`src/rtl/decoder_pkg.sv`:
```
// Shared constants, FSM state type and 5-to-32 decoder helpers for the priority encoder.
package decoder_pkg;
  localparam int LINES     = 32;
  localparam int IDX_W     = 5;
  localparam int DEC_IN_W  = 5;
  localparam int DEC_OUT_W = 32;

  typedef enum logic {
    IDLE  = 1'b0,
    OFFER = 1'b1
  } state_t;

  function automatic logic [DEC_OUT_W-1:0] onehot(input logic [DEC_IN_W-1:0] sel);
    logic [DEC_OUT_W-1:0] v;
    v = '0;
    v[sel] = 1'b1;
    return v;
  endfunction
endpackage

```
`src/rtl/prio_find32.sv`:
```
// Combinational search for the first set bit of vec, scanning upward from start
// and wrapping at the top. With start = 0 this is plain lowest-bit-wins priority.
module prio_find32 #(
  parameter int LINES = 32,
  parameter int IDX_W = 5
) (
  input  logic [LINES-1:0] vec,
  input  logic [IDX_W-1:0] start,
  output logic             found,
  output logic [IDX_W-1:0] index
);
  logic [IDX_W-1:0] k;

  // Scan offsets from high to low so the smallest offset from start is the last hit.
  always_comb begin
    index = '0;
    k     = '0;
    for (int i = LINES - 1; i >= 0; i--) begin
      k = start + IDX_W'(i);
      if (vec[k]) index = k;
    end
  end

  assign found = |vec;
endmodule

```
`src/rtl/priority_encoder32x5.sv`:
```
// Registered priority encoder with a pending register and a valid/ready offer stage.
// Define ROTATING_PRIORITY_EN to search round-robin from the last accepted index + 1.
module priority_encoder32x5
  import decoder_pkg::*;
#(
  parameter int LINES = decoder_pkg::LINES,
  parameter int IDX_W = decoder_pkg::IDX_W
) (
  input  logic             clk,
  input  logic             rst_n,
  input  logic             en,
  input  logic [LINES-1:0] req_n,
  output logic [IDX_W-1:0] idx,
  output logic             valid,
  input  logic             ready,
  output logic             any_n,
  output state_t           state
);
  // Handshake: idx is offered while valid is high; it is consumed at a rising
  // edge where valid and ready are both high, and idx/valid never change while
  // an offer is waiting for ready.
  logic [LINES-1:0] pending;
  logic [LINES-1:0] set_vec;
  logic [LINES-1:0] clr_vec;
  logic [IDX_W-1:0] start;
  logic [IDX_W-1:0] sel_idx;
  logic             sel_found;
  logic             accept;

  assign accept = (state == OFFER) && ready;

  always_comb begin
    set_vec = en ? ~req_n : '0;
    clr_vec = '0;
    if (accept) clr_vec[idx] = 1'b1;
  end

  // A line requesting in its own acceptance cycle stays pending (set wins).
  always_ff @(posedge clk or negedge rst_n) begin
    if (!rst_n) pending <= '0;
    else        pending <= (pending & ~clr_vec) | set_vec;
  end

  assign any_n = ~|pending;

`ifdef ROTATING_PRIORITY_EN
  logic [IDX_W-1:0] ptr;

  always_ff @(posedge clk or negedge rst_n) begin
    if (!rst_n)      ptr <= '0;
    else if (accept) ptr <= idx + 1'b1;
  end

  assign start = ptr;
`else
  assign start = '0;
`endif

  prio_find32 #(.LINES(LINES), .IDX_W(IDX_W)) u_find (
    .vec   (pending),
    .start (start),
    .found (sel_found),
    .index (sel_idx)
  );

  always_ff @(posedge clk or negedge rst_n) begin
    if (!rst_n) begin
      state <= IDLE;
      valid <= 1'b0;
      idx   <= '0;
    end else begin
      case (state)
        IDLE: begin
          if (sel_found) begin
            idx   <= sel_idx;
            valid <= 1'b1;
            state <= OFFER;
          end
        end
        OFFER: begin
          if (ready) begin
            valid <= 1'b0;
            state <= IDLE;
          end
        end
        default: begin
          valid <= 1'b0;
          state <= IDLE;
        end
      endcase
    end
  end
endmodule
```
`config.mk`:
```
export PLATFORM = sky130hd
export DESIGN_NAME = priority_encoder32x5
export DESIGN_NICKNAME = d
export VERILOG_FILES = /design/src/rtl/decoder_pkg.sv /design/src/rtl/prio_find32.sv /design/src/rtl/priority_encoder32x5.sv
export SDC_FILE = /design/constraint.sdc
export NUM_CORES = 1
export LEC_CHECK = 0
export BUFFER_PORTS_ARGS = -buffer_cell sky130_fd_sc_hd__buf_4
export CAP_MARGIN = 30
export CORE_MARGIN = 10
export CORE_UTILIZATION = 57
export DETAILED_ROUTE_END_ITERATION = 6
export GPL_TIMING_DRIVEN = 0
export PLACE_DENSITY = 0.84
export SETUP_SLACK_MARGIN = 0.1
export SYNTH_ARGS = -nofsm -noshare
export SYNTH_HDL_FRONTEND = slang
export SYNTH_SLANG_ARGS = --single-unit
```
`constraint.sdc`:
```
create_clock -name clk -period 5.4 [get_ports clk]
set_clock_uncertainty 0.15 [all_clocks]
set_input_delay 0.54 -clock clk [delete_from_list [all_inputs] [get_ports clk]]
set_output_delay 0.54 -clock clk [all_outputs]
set_load 0.05 [all_outputs]
```
# Word level (Yosys, flattened, before mapping)
# Index checks and enable logic that the tools add are counted.
[op_classes] order_cmp=2 eq_ne=2 mux=42 bitwise=5 n_reduce_logical=6
[ops] op="$mux 5" n=32
[ops] op="$mux 32" n=2
[ops] op="$not 32->32" n=2
[ops] op="$and 32x32->32" n=1
[ops] op="$or 32x32->32" n=1
[ops] op="$reduce_or 32->1" n=1
[ops] op="$lt 5x6->1 const B" n=1
[ops] op="$demux 1 s5" n=1
[ops] op="$ge 5x1->1 const B" n=1
[ops] op="$mux 1" n=5
[ops] op="$ne 2x2->1 const B" n=2
[ops] op="$pmux 1 s2" n=2
[ops] op="$reduce_and 2->1" n=2
[ops] op="$logic_and 1x1->1" n=2
[ops] op="$logic_not 1->1" n=1
[ops] op="$not 1->1" n=1
[word_totals] regBits=39 inputBits=36 out_inout_bits=8 word_cells=61

# Depth between registers and ports, before layout
[logic_depth] ltp_word=32 mapped_depth=6 ltp_nobuf=5

# Cells and area by module
# Synthesis repeated with hierarchy kept, for this count alone.
[unflattened] cells_unflattened=820 area_unflattened_um2=7344.5
[modules_own_cells] module="prio_find32" instances=1 cells_each=678 area_each_um2=5769.3 seq_area_each_um2=0.0
[modules_own_cells] module="priority_encoder32x5" instances=1 cells_each=142 area_each_um2=1575.3 seq_area_each_um2=975.9

# Worst setup path before layout
# No wires, ideal clock.
[synth_path] kind="reg-to-output" startpoint="reg pending[15]" endpoint="out any_n" arrival_ps=1681 required_time_ps=4710 slack_ps=3029 path_stages_with_launch=5 n_path_buf=0 cell_sequence="dfrtp_1 nor4_2 nand4_1 or3_1 inv_1"
[synth_via] elab_chain_cells=2
[synth_lines] element="start, declared" line="priority_encoder32x5.sv:22" source="logic [LINES-1:0] pending;"
[synth_lines] element="start signal, assigned" line="priority_encoder32x5.sv:41" source="else pending <= (pending & ~clr_vec) | set_vec;"
[synth_lines] element="$reduce_or 32->1" line="priority_encoder32x5.sv:44" source="assign any_n = ~|pending;"
[synth_lines] element="$logic_not 1->1" line="priority_encoder32x5.sv:44"
[synth_lines] element="end, declared" line="priority_encoder32x5.sv:16" source="output logic any_n,"
# Every way passes these cells.

# Worst setup path after layout
[layout_path] startpoint="reg pending[27]" endpoint="out any_n"
# Same word-level chain as after synthesis.

==> qor.yml <==
route:
  wire_per_inst_microns: 16.7
  wl_microns: 4980
  dr_total_vias: 1802
  dr.first_iter.drc_count: 152
  postRouteAntennaNets: 0
  drcViolationCount: 0
  dr.pass1.iters: 5
  avgViaCountPerCell: 6.03
yosys:
  ys_seq_area_share_pct: 51.3
  synth_warnings: 0
  yosys.cell_types.count: 37
  netlist_area_sq_mm: 0.00190
  syn_avg_cell_area_sq_um: 9.23
  syn_nets: 242
  ys_seq_elements: 39
  synthCells: 206
power:
  vdd.ir_drop.worst_mv: 0.188
  leakage_nw: 0.887
  pwr-share-seq_pct: 58.4
  netSwitchingFraction_pct: 29.9
  p_int_w: 0.000392
  p_sw_w: 0.000167
  p_per_area_mw_per_mm2: 241
  combPwrFrac_pct: 17.6
  pwr-share-clk_pct: 24.0
critical_path:
  cp_max_fo: 4
  arrival_ps: 2210
  reg2reg_from: "pending[27]$_DFF_PN0_"
  required_ps: 4710
  cp-start-kind: "flip-flop"
  endpoint_kind: "output port"
  r2r-end: "idx[1]$_DFFE_PN0P_"
  cp-startpoint: "pending[27]$_DFF_PN0_"
  crit_path_end: "any_n"
  rr_worst_depth: 4
  r2r_slack_ps: 3240
  path_class: "reg2out"
hold_path:
  hold_class: "in2async"
flow_run:
  max_cap_violations: 0
clocking:
  cts-resized-gates: 0
  clock-root-buffer: "clkbuf_4"
  numClockSinks: 39
  cts.path.max_buffers: 2
  cts_htree_levels: 2
  clk_pin_slew_ps: 100
  cts_buffers: 5
  clock_latency_ps: 340
  cts_setup_buffers: 0
  ctsHoldBuffers: 0
  cts_tree: "yes"
floorplanning:
  core_area_sq_mm: 0.00313
  die_y_microns: 77.8
  start_util_pct: 60.8
  ios: 44
  die_area_sq_mm: 0.00605
  die_x_microns: 77.8
  rows: 20
timing:
  max-slew-margin-rel_pct: 58.0
  slew_viol_final: 0
  fin_crit_sh_pct: 53.7
  worstMarginPinSlew_ps: 625
  final.setup.tns_ps: 0
  fmax_mhz: 345
  hold_violations: 14
  setup_viol: 0
  finalCriticalPeriod_ps: 2900
  rsz0062_at_grt: "false"
  setup_slack_ps: 2500
  holdWs_ps: -11.6
finish:
  nNetsFinal: 292
  layout-drive-gt1-share_pct: 22.0
  syn_to_final_growth_pct: 22.0
  insertedDiodeCount: 0
  final_common_cell: "o21ai_0"
  final_cell_mix: "o21ai_0 (67), buf_4 (43), dfrtp_1 (39)"
  post-route-cell-area_sq_mm: 0.00232
place:
  portBuffers: 43
  post-place-ws_ps: 2890
  gp_congestion: 0.903
  post-dp-hpwl_microns: 3740
  place_area_sq_mm: 0.00228
global_route:
  busiest_layer: "met2"
  grt_pass1_wl_microns: 8290
  antenna_found_initial: 0
  use_met2_pct: 26.7
  grt-ovfl-total: 0
  met1_usage_pct: 21.0
  grt_use_total_pct: 16.6
  met3_usage_pct: 5.41
  grt_pass1_vias: 1781
  grt_max_degree: 40
run_status:
  status: "finished with violations"
  violations: "negative hold slack"
## flip-flops by register name, summed over array words and instances (netlist names)
name,cells
state,1
pending,32
valid,1
idx,5
## worst min path at each step
stage               cells after the start   from                  to  slack [ps]
global route                            1  rst_n   valid$_DFFE_PN0P_          10
CTS                                     1  rst_n  idx[4]$_DFFE_PN0P_          10
detailed placement                      1  rst_n   valid$_DFFE_PN0P_         380
finish                                  1  rst_n   valid$_DFFE_PN0P_         -10
floorplan                               0  rst_n  idx[0]$_DFFE_PN0P_          90
global placement                        1  rst_n   valid$_DFFE_PN0P_         380
## Yosys cell counts (all sizes together)
cell type	n	area, sq um
o21ai	67	335
dfrtp	39	976
nor2	16	60.1
inv	12	45.0
nor4	9	68.8
a21oi	7	35.0
nand2	6	22.5
nand3	6	30.0
clkbuf	5	18.8
or3	4	25.0
a31oi	3	18.8
o211ai	3	22.5
mux2i	2	20.0
nand2b	2	12.5
nand4	2	12.5
o31a	2	17.5
o31ai	2	15.0
a2111oi	1	8.76
a221oi	1	8.76
a31o	1	8.76
a41oi	1	8.76
buf	1	11.3
mux2	1	15.0
nand4b	1	8.76
nor2b	1	6.26
nor3	1	5.00
o2111ai	1	8.76
o21a	1	7.51
o221a	1	11.3
o22a	1	8.76
o311ai	1	8.76
o32ai	1	8.76
o41ai	1	8.76
or2	1	6.26
or2b	1	7.51
or4	1	8.76
## critical path, cell delays in order (launching register included)
cell and delay (ps):
dfrtp_1 420, nor4_1 510, nand4_1 220, or3_1 450, inv_1 70, buf_4 190
## per-stage QoR
step	instances	hold WS, ps	power (W)	utilization [%]
CTS	299	12.1	0.000558	74.2
detailed placement	293	381	0.000430	72.9
floorplan	206	94.4	0.000381	-
global route	299	10.8	0.000588	74.2
global placement	293	381	0.000428	72.9
finish	299	-11.6	0.000560	74.2
## power groups by stage
| stage | clock network [W] | registers, W | logic [W] |
|---|---|---|---|
| detailed placement | 0 | 0.000332 | 0.0000983 |
| CTS | 0.000133 | 0.000326 | 0.0000988 |
| finish | 0.000134 | 0.000327 | 0.0000987 |
| global route | 0.000150 | 0.000329 | 0.000108 |
| global placement | 0 | 0.000331 | 0.0000976 |
| floorplan | 0 | 0.000348 | 0.0000332 |
## final cells by class
class / count / area, sq um
well taps: 44 / 55.1
multi-input cells: 149 / 851
fillers: 235 / 807
flip-flops and latches: 39 / 976
clock buffers: 6 / 41.3
repair buffers: 43 / 323
plain buffers: 6 / 30.0
inverters: 12 / 45.0
## per-layer routing
| layer | up-vias | share of wire [%] |
|---|---|---|
| li1 | 867 | - |
| met1 | 872 | 45 |
| met2 | 57 | 48 |
| met3 | 6 | 5.3 |
| met4 | 0 | 0.96 |
| met5 | - | 0 |
## cells by family (layout without fill, tap and decap cells)
family,after synthesis,count (layout),share of synthesized area (%)
buffers and inverters,18,67,3.95
AO/OA/AOI/OAI,95,95,28.5
flip-flops,39,39,51.3
AND/OR/NAND/NOR,51,51,14.4
multiplexers,3,3,1.84
No activity file was read; power rests on OpenSTA's default activity.
